### src/rtl/fp_cmult_arbiter.sv
// -----------------------------------------------------------------------------
// fp_cmult_arbiter
//
// Shares one external fixed-point complex multiplier between NREQ requesters.
// A round-robin arbiter picks one requester at a time. Its operands are
// forwarded to the multiplier. The result is captured and returned on a shared
// result bus, qualified by a one-hot send_val. Only one job is in flight at a
// time.
//
// Parameters
//   n    : operand/result width (two's-complement fixed point)
//   d    : fractional bits (informational only; the multiplier does the scaling)
//   NREQ : number of requesters, 2..8
//
// Ports
//   clk, reset (async, active low)
//   recv_val/recv_rdy[NREQ]            : per-requester operand handshake
//   recv_ar/ac/br/bc[NREQ*n]           : packed operands, requester i at [i*n +: n]
//   send_val/send_rdy[NREQ]            : per-requester result handshake
//   cr, cc[n]                          : shared result bus (valid with send_val)
//   m_recv_val/m_recv_rdy, m_ar..m_bc  : operand handshake to the multiplier
//   m_send_val/m_send_rdy, m_cr, m_cc  : result handshake from the multiplier
// -----------------------------------------------------------------------------
module fp_cmult_arbiter #(
  parameter int n    = 32,
  parameter int d    = 16,
  parameter int NREQ = 4
) (
  input  logic              clk,
  input  logic              reset,
  input  logic [NREQ-1:0]   recv_val,
  output logic [NREQ-1:0]   recv_rdy,
  input  logic [NREQ*n-1:0] recv_ar,
  input  logic [NREQ*n-1:0] recv_ac,
  input  logic [NREQ*n-1:0] recv_br,
  input  logic [NREQ*n-1:0] recv_bc,
  output logic [NREQ-1:0]   send_val,
  input  logic [NREQ-1:0]   send_rdy,
  output logic [n-1:0]      cr,
  output logic [n-1:0]      cc,
  output logic              m_recv_val,
  input  logic              m_recv_rdy,
  output logic [n-1:0]      m_ar,
  output logic [n-1:0]      m_ac,
  output logic [n-1:0]      m_br,
  output logic [n-1:0]      m_bc,
  input  logic              m_send_val,
  output logic              m_send_rdy,
  input  logic [n-1:0]      m_cr,
  input  logic [n-1:0]      m_cc
);

  localparam int GW = $clog2(NREQ);

  // Elaboration-time parameter sanity checks.
  if (NREQ < 2 || NREQ > 8) begin : g_bad_nreq
    $error("fp_cmult_arbiter: NREQ must be in 2..8");
  end
  if (d < 0 || d > n) begin : g_bad_d
    $error("fp_cmult_arbiter: d must be in 0..n");
  end

  typedef enum logic [1:0] {
    ST_IDLE  = 2'd0,
    ST_ISSUE = 2'd1,
    ST_BUSY  = 2'd2,
    ST_RESP  = 2'd3
  } state_t;

  state_t          state_q, state_d;
  logic [GW-1:0]   gnt_q, gnt_d;
  logic [GW-1:0]   rr_q, rr_d;
  logic [n-1:0]    cr_q, cr_d;
  logic [n-1:0]    cc_q, cc_d;

  // Unpacked view of the per-requester operand buses.
  logic [n-1:0] ar_arr [NREQ];
  logic [n-1:0] ac_arr [NREQ];
  logic [n-1:0] br_arr [NREQ];
  logic [n-1:0] bc_arr [NREQ];

  for (genvar gi = 0; gi < NREQ; gi++) begin : g_unpack
    assign ar_arr[gi] = recv_ar[gi*n +: n];
    assign ac_arr[gi] = recv_ac[gi*n +: n];
    assign br_arr[gi] = recv_br[gi*n +: n];
    assign bc_arr[gi] = recv_bc[gi*n +: n];
  end

  // Round-robin pick: first valid index scanning rr_q, rr_q+1, ... modulo NREQ.
  // cand is one bit wider so the wrap works for non-power-of-two NREQ.
  logic [GW-1:0] pick;
  logic          found;
  logic [GW:0]   cand;

  always_comb begin
    pick  = rr_q;
    found = 1'b0;
    cand  = '0;
    for (int k = 0; k < NREQ; k++) begin
      cand = {1'b0, rr_q} + (GW+1)'(k);
      if (cand >= (GW+1)'(NREQ)) begin
        cand = cand - (GW+1)'(NREQ);
      end
      if (!found && recv_val[cand[GW-1:0]]) begin
        pick  = cand[GW-1:0];
        found = 1'b1;
      end
    end
  end

  // Next-state and output decode.
  always_comb begin
    state_d    = state_q;
    gnt_d      = gnt_q;
    rr_d       = rr_q;
    cr_d       = cr_q;
    cc_d       = cc_q;
    recv_rdy   = '0;
    send_val   = '0;
    m_recv_val = 1'b0;
    m_send_rdy = 1'b0;
    m_ar       = '0;
    m_ac       = '0;
    m_br       = '0;
    m_bc       = '0;

    case (state_q)
      ST_IDLE: begin
        if (found) begin
          gnt_d   = pick;
          state_d = ST_ISSUE;
        end
      end

      ST_ISSUE: begin
        // Straight pass-through of the granted requester's handshake.
        m_recv_val      = recv_val[gnt_q];
        recv_rdy[gnt_q] = m_recv_rdy;
        m_ar            = ar_arr[gnt_q];
        m_ac            = ac_arr[gnt_q];
        m_br            = br_arr[gnt_q];
        m_bc            = bc_arr[gnt_q];
        if (!recv_val[gnt_q]) begin
          // Requester withdrew: abandon the grant, keep the fairness pointer.
          state_d = ST_IDLE;
        end else if (m_recv_rdy) begin
          state_d = ST_BUSY;
          rr_d    = (gnt_q == GW'(NREQ-1)) ? '0 : gnt_q + GW'(1);
        end
      end

      ST_BUSY: begin
        m_send_rdy = 1'b1;
        if (m_send_val) begin
          cr_d    = m_cr;
          cc_d    = m_cc;
          state_d = ST_RESP;
        end
      end

      ST_RESP: begin
        send_val[gnt_q] = 1'b1;
        if (send_rdy[gnt_q]) begin
          state_d = ST_IDLE;
        end
      end

      default: state_d = ST_IDLE;
    endcase
  end

  // The result bus always shows the last captured result.
  assign cr = cr_q;
  assign cc = cc_q;

  always_ff @(posedge clk or negedge reset) begin
    if (!reset) begin
      state_q <= ST_IDLE;
      gnt_q   <= '0;
      rr_q    <= '0;
      cr_q    <= '0;
      cc_q    <= '0;
    end else begin
      state_q <= state_d;
      gnt_q   <= gnt_d;
      rr_q    <= rr_d;
      cr_q    <= cr_d;
      cc_q    <= cc_d;
    end
  end

endmodule

### config.mk
export PLATFORM = sky130hd
export DESIGN_NAME = fp_cmult_arbiter
export DESIGN_NICKNAME = d
export VERILOG_FILES = /design/src/rtl/fp_cmult_arbiter.sv
export SDC_FILE = /design/constraint.sdc
export NUM_CORES = 1
export LEC_CHECK = 0
export ABC_AREA = 1
export CORE_AREA = 2 2 304 306
export DETAILED_ROUTE_END_ITERATION = 12
export DIE_AREA = 0 0 306 308
export PLACE_DENSITY_LB_ADDON = 0.25
export SETUP_SLACK_MARGIN = 0.15
export SYNTH_ARGS = -nofsm -noshare
export SYNTH_HDL_FRONTEND = slang
export SYNTH_SLANG_ARGS = --single-unit
### constraint.sdc
create_clock -name clk -period 1.4 [get_ports clk]
set_input_delay 0.28 -clock clk [delete_from_list [all_inputs] [get_ports clk]]
set_output_delay 0.28 -clock clk [all_outputs]
set_load 0.005 [all_outputs]
== Word level (Yosys, flattened, before mapping) ==
Cells that the tools add are included.

* Flip-flop bits (word level): 70
* Output and inout port bits: 202

* Add/sub/neg operators: 8
* Magnitude comparators: 11
* Equal/unequal tests: 8
* Multiplexer cells: 53
* Bitwise operators: 2
* Reductions and logical operators: 12

{| class="wikitable"
|+ Operator list
! cell !! count
|-
| $mux 32 || 12
|-
| $bmux 32 s2 || 4
|-
| $mux 2 || 14
|-
| $lt 2x3->1 const B || 5
|-
| $mux 1 || 13
|-
| $bmux 1 s2 || 6
|-
| $ge 3x3->1 const B || 4
|-
| $mux 4 || 2
|-
| $pmux 2 s4 || 1
|-
| $sub 2x1->2 const B || 4
|-
| $add 2x2->3 const B || 2
|-
| $eq 2x2->1 const B || 3
|-
| $ne 2x2->1 const B || 3
|-
| $and 4x4->4 || 1
|-
| $logic_and 1x1->1 || 4
|-
| $reduce_and 2->1 || 2
|-
| $reduce_and 4->1 || 1
|-
| $add 2x1->3 const B || 1
|-
| $ge 2x3->1 const B || 1
|-
| $logic_not 1->1 || 3
|-
| $ne 3x3->1 const B || 1
|-
| $not 2->3 || 1
|-
| $reduce_and 3->1 || 1
|-
| $add 2x1->2 const B || 1
|-
| other kinds (4) || 4
|}

== Longest topological paths before layout ==
* Word-level depth: 16
* Depth in mapped cells: 15

== Worst setup path before layout ==
Ideal clock, no wire load.

* Kind: register -> output
* From: register gnt_q[0]
* To: output recv_rdy[0]
* Data arrival time: 1.319 ns
* Required time: 1.120 ns
* Path slack: -0.199 ns
* Stages on the path, launching flop included: 8
* Path buffers: 3
* Path through: dfrtp_1 > inv_2 > buf_4 > buf_2 > buf_2 > ha_1 > inv_1 > nor2_1

* Word-level cells in the longest chain between the ends: 6
* Elaborated cells between the ends (all ways): 7
* Those cells by class: order compare (2); mux (3); bitwise (1); reduce/logical (1)

{| class="wikitable"
|+ Ends and longest elaborated chain
! what !! RTL line !! RTL
|-
| start, declared || 71 || <nowiki>logic [GW-1:0] gnt_q, gnt_d;</nowiki>
|-
| start signal, assigned || 185 || <nowiki>gnt_q <= gnt_d;</nowiki>
|-
| $lt 2x3->1 (implied by the code) or $ge 2x1->1 (tied branches) || 138 || <nowiki>recv_rdy[gnt_q] = m_recv_rdy;</nowiki>
|-
| $logic_and 1x1->1 (implied by the code) || 138 ||
|-
| $mux 1 (implied by the code) || 138 ||
|-
| $demux 1 s2 * || 138 ||
|-
| $and 4x4->4 (no line) * || -- ||
|-
| $mux 4 * || 127 || <nowiki>case (state_q)</nowiki>
|-
| end, declared || 32 || <nowiki>output logic [NREQ-1:0] recv_rdy,</nowiki>
|}

Every way passes the cells marked *; elsewhere a longest branch is shown, timed or not.

== Final worst setup path ==
* From: register gnt_q[0]
* To: output m_ar[31]

* Word-level cells in the longest chain between the ends: 5

{| class="wikitable"
|+ Ends and longest elaborated chain
! what !! RTL line !! RTL
|-
| $not 2->3 (implied by the code) || 139 || <nowiki>m_ar = ar_arr[gnt_q];</nowiki>
|-
| $bmux 32 s2 || 139 ||
|-
| $mux 32 (implied by the code) (2 in a row) || 139 ||
|-
| $mux 32 || 127 ||
|-
| end, declared || 43 || <nowiki>output logic [n-1:0] m_ar,</nowiki>
|}

Every way passes these cells. The select of a mux whose other input is x is not followed.

==> key figures <==
Timing
  • Slew Limit Fails: 0
  • Final worst-path cycle share: 168.0%
  • Endpoints failing setup: 208
  • Max_slew headroom: 70.75%
  • Min setup slack post-route: -0.9515 ns
  • WHS: 0.3994 ns
  • RSZ-0062 raised after global routing: yes
  • Final TNS setup: -133.68 ns
  • Fin crit period: 2.352 ns
  • Fin. Hold Viols: 0
  • F_max: 0.4253 GHz
  • Least-Margin Pin Slew: 0.4374 ns
  • Setup Skew: 0.006020 ns

Route
  • Uppermost routed layer: met5
  • WL final: 76,990 um
  • Initial drt markers: 497
  • Vias per cell: 3.760
  • DR WL/cell: around 22 um
  • Vias: roughly 13,000
  • Pre-Repair DR Iteration Count: 4
  • Post-route antenna net violation count: 0
  • Met1 Wirelength: 29,740 um
  • Routed length on met2: 40,150 um
  • Met3 wire length: 4919 um
  • DRC Markers: 0

Floorplan
  • Die Y: 308 um
  • DIE AREA: around 94,000 um^2
  • IO Pins: 790
  • Starting Density: roughly 8.2%
  • Core Area: 90,970 um^2
  • Die extent in x: 306 um
  • Rows: 111

GRT
  • Antenna violations before repair: 26
  • Vias in the first global route: 13,533
  • First-pass GRT wire length: between 100,000 and 150,000 um
  • Pin count of the biggest net entering global routing: 28
  • Tot GR Track Use: 15.16%
  • GRT overflow: 0

Clocking
  • CTS Sinks: 70
  • Reg clk slew, reported paths: 0.06 ns
  • Clk_lat worst skew: between 0.3 and 0.4 ns
  • Root Buffer: clkbuf_16
  • Largest buffer count on any clock path: 2
  • CTS H-tree lvls: 3
  • TritonCTS clock tree: done
  • Total clock buffers created by CTS: 9

Synthesis
  • Synth warnings: 0
  • Primary FF master, synth: dfrtp_1
  • Mapped Cells: about 1,300
  • Largest cells by area after synthesis: nor2_1 (27%), dfrtp_1 (23%), o21ai_0 (11%), mux2_1 (9.6%), a21oi_1 (8.6%)
  • Synth area leader: nor2_1
  • Sequential area share after synthesis: between 20% and 30%
  • Syn Nets: approximately 1,800
  • Post-synthesis cell area: between 7000 and 8000 um^2
  • Post-Syn Area per Cell: 5.950 um^2
  • Yosys reg bits: 70
  • Ys async rst share: 100.0%
  • Synth top area share: between 20% and 30%
  • Yosys cell types: 27
  • Number of synthesized flops with an enable pin: 0

Final layout
  • Area Growth Syn to Fin: 215.4%
  • Non-Filler Instances: between 3,000 and 4,000
  • Share of cells above drive strength 1: 47.21%
  • Most common cell after layout, fill and taps aside: clkdlybuf4s50_1
  • Finished Core Util: 25.93%
  • Nets: 2,898
  • Commonest non-fill, non-tap cells in the layout: clkdlybuf4s50_1 (585), nor2_1 (362), buf_2 (162), buf_4 (131), o21ai_2 (129)

Setup path
  • Critical Path Start Type: flip-flop
  • Reg-to-reg slack, setup: -0.69 ns
  • Crit end category: output pin
  • Cell family with most CP delay: buffers and inverters
  • Crit-path cells: buf_12 > inv_16 > buf_12 > buf_12 > buf_12 > buf_16 > o21ai_4 > a21oi_4 > buf_12
  • Crit-path max FO: 8
  • Crit path DAT: 2.07 ns
  • Worst endpoint required time: 1.12 ns
  • Buffers & Inverters on Critical Path: 7
  • Cell at the slowest stage of the critical path: dfrtp_4
  • Critical path's largest stage delay: roughly 0.52 ns
  • Worst setup path category: flip-flop to output pin
  • Most used cell, CP: buf_12

Power
  • Logic pwr share: between 80% and 90%
  • Net Sw Frac: ~44%
  • P_int: 27.08 mW
  • Power per standard cell area: 2060 nW/um^2
  • Power, Total: 48.60 mW
  • Power share of the clock group: 5.6%
  • Max VDD drop: 1.042 mV
  • Net Switching: 21.51 mW
  • Leakage power: about 9.7 nW
  • Seq pwr share: 7.9%

Run status
  • Status: complete, but fails checks
  • Failing checks: setup timing

Worst hold path
  • HP Class: primary input to async pin

Placement
  • Buffers on Ports: 789
  • Routability cong.: 0.8073
  • DP HPWL: 56,660 um
  • Post-Place Cells: roughly 3,300

Flow run
  • Max_cap viols: 0
-- cell families (layout without fill, tap and decap cells) --
family | after synthesis | in the layout | share of synthesized area, %
buffers and inverters | 127 | 1180 | 8.163
adders and majority gates | 4 | 4 | 0.6691
AOI/OAI and AO/OA | 395 | 395 | 26.61
other | 0 | 5 | 0
and+or+nand+nor | 597 | 598 | 31.50
muxes | 64 | 64 | 9.635
DFF | 70 | 70 | 23.42
-- timing repair --
action | CTS | global route
setup buffers | 111 | 29
pin swaps | 189 | 207
cloned | 41 | 9
hold buffers | 1 | 0
endpoints found under the setup margin | 272 | 218
endpoints found under the hold margin | 14 | 0
gates resized for setup | 1305 | 401
-- cell usage after synthesis, types with 2 or more instances --
master,number
nand2_1,36
nand2_2,7
inv_2,5
inv_4,2
nand2_4,6
clkbuf_1,35
inv_1,12
o21ai_2,2
buf_2,55
a21oi_1,129
ha_1,4
o21ai_1,106
buf_4,2
buf_6,7
o21ai_0,157
dfrtp_1,70
nor2_1,531
nand4_1,2
buf_1,8
nand3_1,11
mux2_1,64
-- power by group through the flow --
stage | Sequential (mW) | Clock, mW | Combinational [mW]
after floorplan | 3.72 | 0 | 12.0
after global placement | 3.96 | 0 | 28.2
after detailed placement | 3.87 | 0 | 28.1
after CTS | 3.85 | 2.85 | 37.7
after global routing | 3.99 | 2.90 | 44.9
final | 3.86 | 2.72 | 42.0
-- state kept, by name, indices dropped and copies added (netlist names), named ones only --
name     count
gnt_q        2
cr          32
state_q      1
cc          32
rr_q         2
-- worst paths after layout --
check                                      from                     end  depth (start not counted)
max                        gnt_q[0]$_DFFE_PN0P_                m_ar[31]                          9
min                                       reset      cr[26]$_DFFE_PN0P_                          2
max reg2reg                gnt_q[0]$_DFFE_PN0P_  state_q[0]$_DFFE_PN0P_                         14
min reg2reg                  cr[23]$_DFFE_PN0P_      cr[23]$_DFFE_PN0P_                          1
max in group asynchronous                 reset    gnt_q[1]$_DFFE_PN0P_                          3
min in group clk             cr[23]$_DFFE_PN0P_      cr[23]$_DFFE_PN0P_                          1
-- metrics by stage --
stage,setup slack [ns],area [um^2]
floorplan,-0.04380,7986
global placement,-1.058,18320
detailed placement,-1.046,18320
CTS,-0.9611,21790
global route,-1.009,23590
finish,-0.9515,23590
-- metal layers --
layer  global-route usage, %  up-vias
li1                        -     6306
met1                   17.16     6174
met2                   28.72      567
met3                   3.271      110
met4                   3.460       10
met5                       0        -
-- layout make-up --
type                       instances  area [um^2]
inverter                          20        142.6
antenna                            5        12.51
clock buffer                      11        232.7
sequential                        70         1762
fill                            9942        67380
clock inverter                     5        107.6
timing repair buffer            1144        12260
tap                             1186         1484
multi-input combinational       1061         7591
Note: power is estimated with default switching activity, not from simulation.
